==> src/rtl/fpu_seq64.sv <==
// fpu_seq64: sequential IEEE-754 double FPU (to-float, to-int, shift-add multiply, restoring divide).
// Optional: define FPU_DIVIDE_EN to build the divider; otherwise OP=4 completes as an illegal opcode.
module fpu_seq64 (
  input  logic        clk,
  input  logic        reset,
  input  logic [2:0]  OP,
  input  logic [63:0] A,
  input  logic [63:0] B,
  output logic [63:0] RESULT,
  output logic        fpu_done,
  output logic        busy
);
  localparam logic [2:0] S_IDLE     = 3'd0;
  localparam logic [2:0] S_UNPACK   = 3'd1;
  localparam logic [2:0] S_MUL_ITER = 3'd2;
  localparam logic [2:0] S_NORM     = 3'd4;
  localparam logic [2:0] S_PACK     = 3'd5;
  localparam logic [2:0] OP_TO_FLOAT = 3'd1;
  localparam logic [2:0] OP_TO_INT   = 3'd2;
  localparam logic [2:0] OP_MUL      = 3'd3;
  localparam logic [63:0] QNAN = 64'h7FF8_0000_0000_0000;
  localparam logic [63:0] ONES = 64'hFFFF_FFFF_FFFF_FFFF;
`ifdef FPU_DIVIDE_EN
  localparam logic [2:0] S_DIV_ITER = 3'd3;
  localparam logic [2:0] OP_DIV     = 3'd4;
  logic [54:0] rem_r;
`endif

  logic [2:0]         state_r, op_r;
  logic [63:0]        a_r, b_r, res_r;
  logic               sign_r, nan_r, zero_r, inf_r;
  logic signed [12:0] exp_r;
  logic [105:0]       acc_r;
  logic [52:0]        opa_r, opb_r;
  logic [5:0]         cnt_r;

  logic [10:0]        ea_s, eb_s;
  logic [52:0]        ma_s, mb_s;
  logic               a_zero_s, b_zero_s, any_nan_s;
  logic [5:0]         msb_s;
  logic [63:0]        shifted_s, tofloat_s, toint_s, sig_s, norm_s;
  logic signed [12:0] ue_s, e_s;
  logic [51:0]        mant_s;

  assign ea_s      = a_r[62:52];
  assign eb_s      = b_r[62:52];
  assign ma_s      = {1'b1, a_r[51:0]};
  assign mb_s      = {1'b1, b_r[51:0]};
  assign a_zero_s  = (ea_s == 11'd0);
  assign b_zero_s  = (eb_s == 11'd0);
  assign any_nan_s = (ea_s == 11'h7FF) || (eb_s == 11'h7FF);

  // Integer to double: leading-one position sets the exponent, lower bits truncated into the mantissa
  always_comb begin
    msb_s = 6'd0;
    for (int i = 0; i < 64; i++) begin
      msb_s = a_r[i] ? 6'(i) : msb_s;
    end
    shifted_s = a_r << (6'd63 - msb_s);
    if (a_r == 64'd0) begin
      tofloat_s = 64'd0;
    end else begin
      tofloat_s = {1'b0, 11'd1023 + {5'd0, msb_s}, shifted_s[62:11]};
    end
  end

  // Double to unsigned integer, truncated toward zero and saturated at all ones
  always_comb begin
    ue_s  = $signed({2'b00, ea_s}) - 13'sd1023;
    sig_s = {11'd0, ma_s};
    if (ea_s == 11'h7FF) begin
      toint_s = ONES;
    end else if (a_r[63]) begin
      toint_s = 64'd0;
    end else if (ue_s < 13'sd0) begin
      toint_s = 64'd0;
    end else if (ue_s > 13'sd63) begin
      toint_s = ONES;
    end else if (ue_s >= 13'sd52) begin
      toint_s = sig_s << (ue_s[5:0] - 6'd52);
    end else begin
      toint_s = sig_s >> (6'd52 - ue_s[5:0]);
    end
  end

  // Normalize the multiply product or divide quotient and resolve special and range cases
  always_comb begin
    if (op_r == OP_MUL) begin
      if (acc_r[105]) begin
        mant_s = acc_r[104:53];
        e_s    = exp_r + 13'sd1;
      end else begin
        mant_s = acc_r[103:52];
        e_s    = exp_r;
      end
    end else begin
      if (acc_r[53]) begin
        mant_s = acc_r[52:1];
        e_s    = exp_r;
      end else begin
        mant_s = acc_r[51:0];
        e_s    = exp_r - 13'sd1;
      end
    end
    if (nan_r) begin
      norm_s = QNAN;
    end else if (inf_r || (e_s >= 13'sd2047)) begin
      norm_s = {sign_r, 11'h7FF, 52'd0};
    end else if (zero_r || (e_s <= 13'sd0)) begin
      norm_s = {sign_r, 63'd0};
    end else begin
      norm_s = {sign_r, e_s[10:0], mant_s};
    end
  end

  // Control FSM, iterative datapaths and registered outputs
  always_ff @(posedge clk or posedge reset) begin
    if (reset) begin
      state_r  <= S_IDLE;
      op_r     <= 3'd0;
      a_r      <= 64'd0;
      b_r      <= 64'd0;
      res_r    <= 64'd0;
      sign_r   <= 1'b0;
      nan_r    <= 1'b0;
      zero_r   <= 1'b0;
      inf_r    <= 1'b0;
      exp_r    <= 13'sd0;
      acc_r    <= 106'd0;
      opa_r    <= 53'd0;
      opb_r    <= 53'd0;
      cnt_r    <= 6'd0;
`ifdef FPU_DIVIDE_EN
      rem_r    <= 55'd0;
`endif
      RESULT   <= 64'd0;
      fpu_done <= 1'b0;
      busy     <= 1'b0;
    end else begin
      fpu_done <= 1'b0;
      case (state_r)
        S_IDLE: begin
          if (OP != 3'd0) begin
            op_r    <= OP;
            a_r     <= A;
            b_r     <= B;
            busy    <= 1'b1;
            state_r <= S_UNPACK;
          end else begin
            state_r <= S_IDLE;
          end
        end
        S_UNPACK: begin
          sign_r <= a_r[63] ^ b_r[63];
          acc_r  <= 106'd0;
          opa_r  <= ma_s;
          opb_r  <= mb_s;
`ifdef FPU_DIVIDE_EN
          rem_r  <= {2'b00, ma_s};
`endif
          case (op_r)
            OP_TO_FLOAT: begin
              res_r   <= tofloat_s;
              state_r <= S_PACK;
            end
            OP_TO_INT: begin
              res_r   <= toint_s;
              state_r <= S_PACK;
            end
            OP_MUL: begin
              nan_r   <= any_nan_s;
              zero_r  <= a_zero_s | b_zero_s;
              inf_r   <= 1'b0;
              exp_r   <= $signed({2'b00, ea_s}) + $signed({2'b00, eb_s}) - 13'sd1023;
              cnt_r   <= 6'd52;
              state_r <= S_MUL_ITER;
            end
`ifdef FPU_DIVIDE_EN
            OP_DIV: begin
              nan_r   <= any_nan_s | (a_zero_s & b_zero_s);
              zero_r  <= a_zero_s & ~b_zero_s;
              inf_r   <= b_zero_s & ~a_zero_s;
              exp_r   <= $signed({2'b00, ea_s}) - $signed({2'b00, eb_s}) + 13'sd1023;
              cnt_r   <= 6'd53;
              state_r <= S_DIV_ITER;
            end
`endif
            default: begin
              res_r   <= 64'd0;
              state_r <= S_PACK;
            end
          endcase
        end
        S_MUL_ITER: begin
          // MSB-first shift-add: one multiplier bit per cycle
          acc_r <= {acc_r[104:0], 1'b0} + (opb_r[52] ? {53'd0, opa_r} : 106'd0);
          opb_r <= {opb_r[51:0], 1'b0};
          cnt_r <= cnt_r - 6'd1;
          state_r <= (cnt_r == 6'd0) ? S_NORM : S_MUL_ITER;
        end
`ifdef FPU_DIVIDE_EN
        S_DIV_ITER: begin
          if (rem_r >= {2'b00, opb_r}) begin
            rem_r <= (rem_r - {2'b00, opb_r}) << 1;
            acc_r <= {acc_r[104:0], 1'b1};
          end else begin
            rem_r <= rem_r << 1;
            acc_r <= {acc_r[104:0], 1'b0};
          end
          cnt_r <= cnt_r - 6'd1;
          state_r <= (cnt_r == 6'd0) ? S_NORM : S_DIV_ITER;
        end
`endif
        S_NORM: begin
          res_r   <= norm_s;
          state_r <= S_PACK;
        end
        S_PACK: begin
          // Completion edge counts as idle: a strobe here starts the next operation
          RESULT   <= res_r;
          fpu_done <= 1'b1;
          if (OP != 3'd0) begin
            op_r    <= OP;
            a_r     <= A;
            b_r     <= B;
            busy    <= 1'b1;
            state_r <= S_UNPACK;
          end else begin
            busy    <= 1'b0;
            state_r <= S_IDLE;
          end
        end
        default: begin
          busy    <= 1'b0;
          state_r <= S_IDLE;
        end
      endcase
    end
  end
endmodule

==> config.mk <==
export PLATFORM = sky130hd
export DESIGN_NAME = fpu_seq64
export DESIGN_NICKNAME = d
export VERILOG_FILES = /design/src/rtl/fpu_seq64.sv
export SDC_FILE = /design/constraint.sdc
export NUM_CORES = 2
export LEC_CHECK = 0
export CAP_MARGIN = 20
export CORE_UTILIZATION = 23
export DETAILED_ROUTE_END_ITERATION = 10
export GPL_TIMING_DRIVEN = 0
export HOLD_SLACK_MARGIN = 0.08
export PLACE_DENSITY = 0.47
export SLEW_MARGIN = 30
export SYNTH_ARGS = -nofsm -noshare
export SYNTH_HDL_FRONTEND = slang
export SYNTH_SLANG_ARGS = --single-unit
==> constraint.sdc <==
create_clock -name clk -period 30.2 [get_ports clk]
set_input_delay 9.06 -clock clk [delete_from_list [all_inputs] [get_ports clk]]
set_output_delay 9.06 -clock clk [all_outputs]
set_load 0.01 [all_outputs]
==> qor.yml <==
rows: 151
fmax_mhz: 91.7
core-area_sq_um: 169000
synth_compound_area_share_pct: 19.7
critPathLaunchType: "primary input"
grt_pass1_wl_mm: 321
numCtsBuffers: 61
worst_ep_arrival_time_ps: 11530
synth_area_sq_um: 39300
cp-end-kind: "flop"
period_share_pct: 36.1
wirelength_mm: 233
grt_max_degree: 88
hold_viol: 0
relSlewSlack_pct: 25.7
placed_cell_area_sq_um: 44400
ys_ff_latch: 498
synth_seq_area_share_pct: 31.7
postSynthCellCount: 5026
skew_ps: 52.6
required_ps: 30820
grt_usage_pct: 26.1
critPathKind: "in2reg"
postRouteAntennaNets: 0
fin_tns_setup_ps: 0
die_h_microns: 415
dpl.hpwl_mm: 188
grt-ovfl-total: 0
post_cts_resized: 0
stdcell_area_sq_um: 46600
chipWidth_microns: 415
period_minus_slack_ps: 10910
synthSimpleGateAreaFrac_pct: 22.6
first_iter_violations: 4610
maxSlewViolCount: 0
synth_top_area_share_pct: 31.7
mappedNetlistNets: 5247
num_vias: 41500
yosys.area_share.adder_pct: 2.84
antenna_found_initial: 16
synth_ff_type: "dfrtp_1"
tightest_slew_ps: 1110
worstHoldPathType: "reg2reg"
cts_sinks: 498
netlist_top_cells_area: "dfrtp_1 32%, nand2_1 12%, mux2i_1 9.6%"
synth.area.mux_share_pct: 14.8
max_cap_violations: 0
routed_via_density: 5.47
gp_congestion: 1.01
cts_tree: "built"
nets: 5518
post_cts.repair.setup_buffers: 0
post-synth-top-area-cell: "dfrtp_1"
r2r_setup_slack_ps: 22690
first_global_vias: 39900
start_util_pct: 23.2
dr.pass1.iters: 6
outcome: "finished, final reports clean"
ioPinCount: 199
htreeDepth: 2
synth.distinct_cells: 102
cp_max_fo: 10
setup_violations: 0
ctsHoldBuffers: 0
synthArstFlopShare_pct: 100
yosys_warnings: 0
clock-root-buffer: "clkbuf_16"
clk_latency_ps: 710
drc: 0
clk_pin_slew_ps: 60
port_buffers: 198
final_core_util_pct: 27.5
wl_per_cell_microns: 30.7
synth_edf_count: 0
synth_top_family_by_area: "simple AND/OR/NAND/NOR gates"
synth_xor_xnor_area_share_pct: 3.17
rsz0062_at_grt: "no"
area_growth_pct: 18.7
dieArea_sq_um: 172000
avgSynthCellArea_sq_um: 7.81
clockBufferDepth: 3
drive_gt1_share_pct: 8.39
[cells in the mapped netlist, types with 13 or more instances]
| library cell | count |
|---|---|
| a21oi_1 | 311 |
| a31oi_1 | 108 |
| buf_1 | 44 |
| o32a_1 | 13 |
| nor3_1 | 61 |
| nand2_1 | 1228 |
| mux4_2 | 37 |
| and4_1 | 13 |
| inv_1 | 53 |
| mux2_2 | 104 |
| o22ai_1 | 51 |
| a221oi_1 | 17 |
| or3_1 | 17 |
| xor2_1 | 71 |
| o21ai_0 | 325 |
| dfrtp_1 | 498 |
| nand4_1 | 26 |
| nor2b_1 | 52 |
| nand3_1 | 107 |
| o21bai_1 | 17 |
| xnor2_1 | 71 |
| o211ai_1 | 27 |
| nor4_1 | 32 |
| buf_2 | 72 |
| and3_1 | 33 |
| clkbuf_1 | 291 |
| o31ai_1 | 19 |
| a211oi_1 | 93 |
| a21o_1 | 45 |
| nand2b_1 | 21 |
| mux2i_1 | 376 |
| and2_1 | 67 |
| a22o_1 | 13 |
| nor2_1 | 369 |
| o21a_1 | 16 |
| ha_1 | 86 |
[metal layers]
layer	vias to the layer above	part of all wire (%)	GRT usage, %
met1	20800	46	37.5
li1	18300	-	-
met4	2	5.1	11.7
met2	1942	41	37.8
met5	-	0.0047	0
met3	431	7.8	4.53
[cell families (layout without fill, tap and decap cells)]
logic type	Yosys count	count (layout)
adder cells (fa/ha/maj)	88	88
AO/OA/AOI/OAI	1227	1227
other	0	17
flip-flops	498	498
XOR/XNOR	142	142
AND/OR/NAND/NOR	2068	2068
multiplexers	521	521
buffers and inverters	482	805
[critical path, stage by stage]
cell,delay [ps]
clkdlybuf4s50_1,670
o31a_1,170
clkbuf_2,440
clkbuf_1,480
clkbuf_1,400
nand2_1,190
nand2_1,90
[flip-flops by register name (all words and copies together) (netlist names), 3 cells and up]
register and count:
opb_r 53, res_r 64, cnt_r 6, state_r 3, op_r 3, exp_r 13, acc_r 106, b_r 64
a_r 64, opa_r 53, RESULT 64
[placed cells by master, fill, tap and decap left out, drive strengths merged, types with 26 or more instances in the layout]
master,Yosys,layout
nand2,1228,1228
dfrtp,498,498
clkbuf,291,382
mux2i,380,380
nor2,370,370
o21ai,337,337
a21oi,312,312
clkdlybuf4s50,0,198
buf,132,142
a31oi,108,108
nand3,107,107
mux2,104,104
a211oi,93,93
ha,86,86
xor2,71,71
xnor2,71,71
and2,68,68
nor3,62,62
inv,56,57
nor2b,52,52
o22ai,51,51
a21o,45,45
mux4,37,37
nor4,35,35
and3,33,33
o211ai,28,28
nand4,26,26
[cell type report]
cell class                 count  area [sq um]
antenna                       17          42.5
buffer                       423          1850
clock buffer                  91          1800
clock inverter                24           385
fill                       18500        123000
inverter                      59           229
multi-input combinational   4046         24900
sequential                   498         12500
tap                         2218          2780
timing repair buffer         208          2190
[metrics by stage]
step,hold WS [ps],setup slack [ps],instances
after global routing,479,19170,7570
after global placement,443,-286,7442
after floorplan,425,7240,5026
final,460,19290,7584
after detailed placement,447,18460,7451
after CTS,463,19220,7566
[worst paths after layout]
kind	startpoint	cells past startpoint	to
setup reg to reg	a_r[54]$_DFFE_PP0P_	20	res_r[33]$_DFFE_PP0P_
max in group asynchronous	reset	5	res_r[33]$_DFFE_PP0P_
setup / recovery	OP[2]	7	b_r[63]$_DFFE_PP0P_
hold / removal	opa_r[52]$_DFFE_PP0N_	1	opa_r[52]$_DFFE_PP0N_
hold reg to reg	opa_r[52]$_DFFE_PP0N_	1	opa_r[52]$_DFFE_PP0N_
min in group asynchronous	reset	2	opb_r[41]$_DFFE_PP0P_
Power is left out: the tool's default activity adds up to more than one toggle a clock period on the data nets, which glitch-free logic cannot reach.
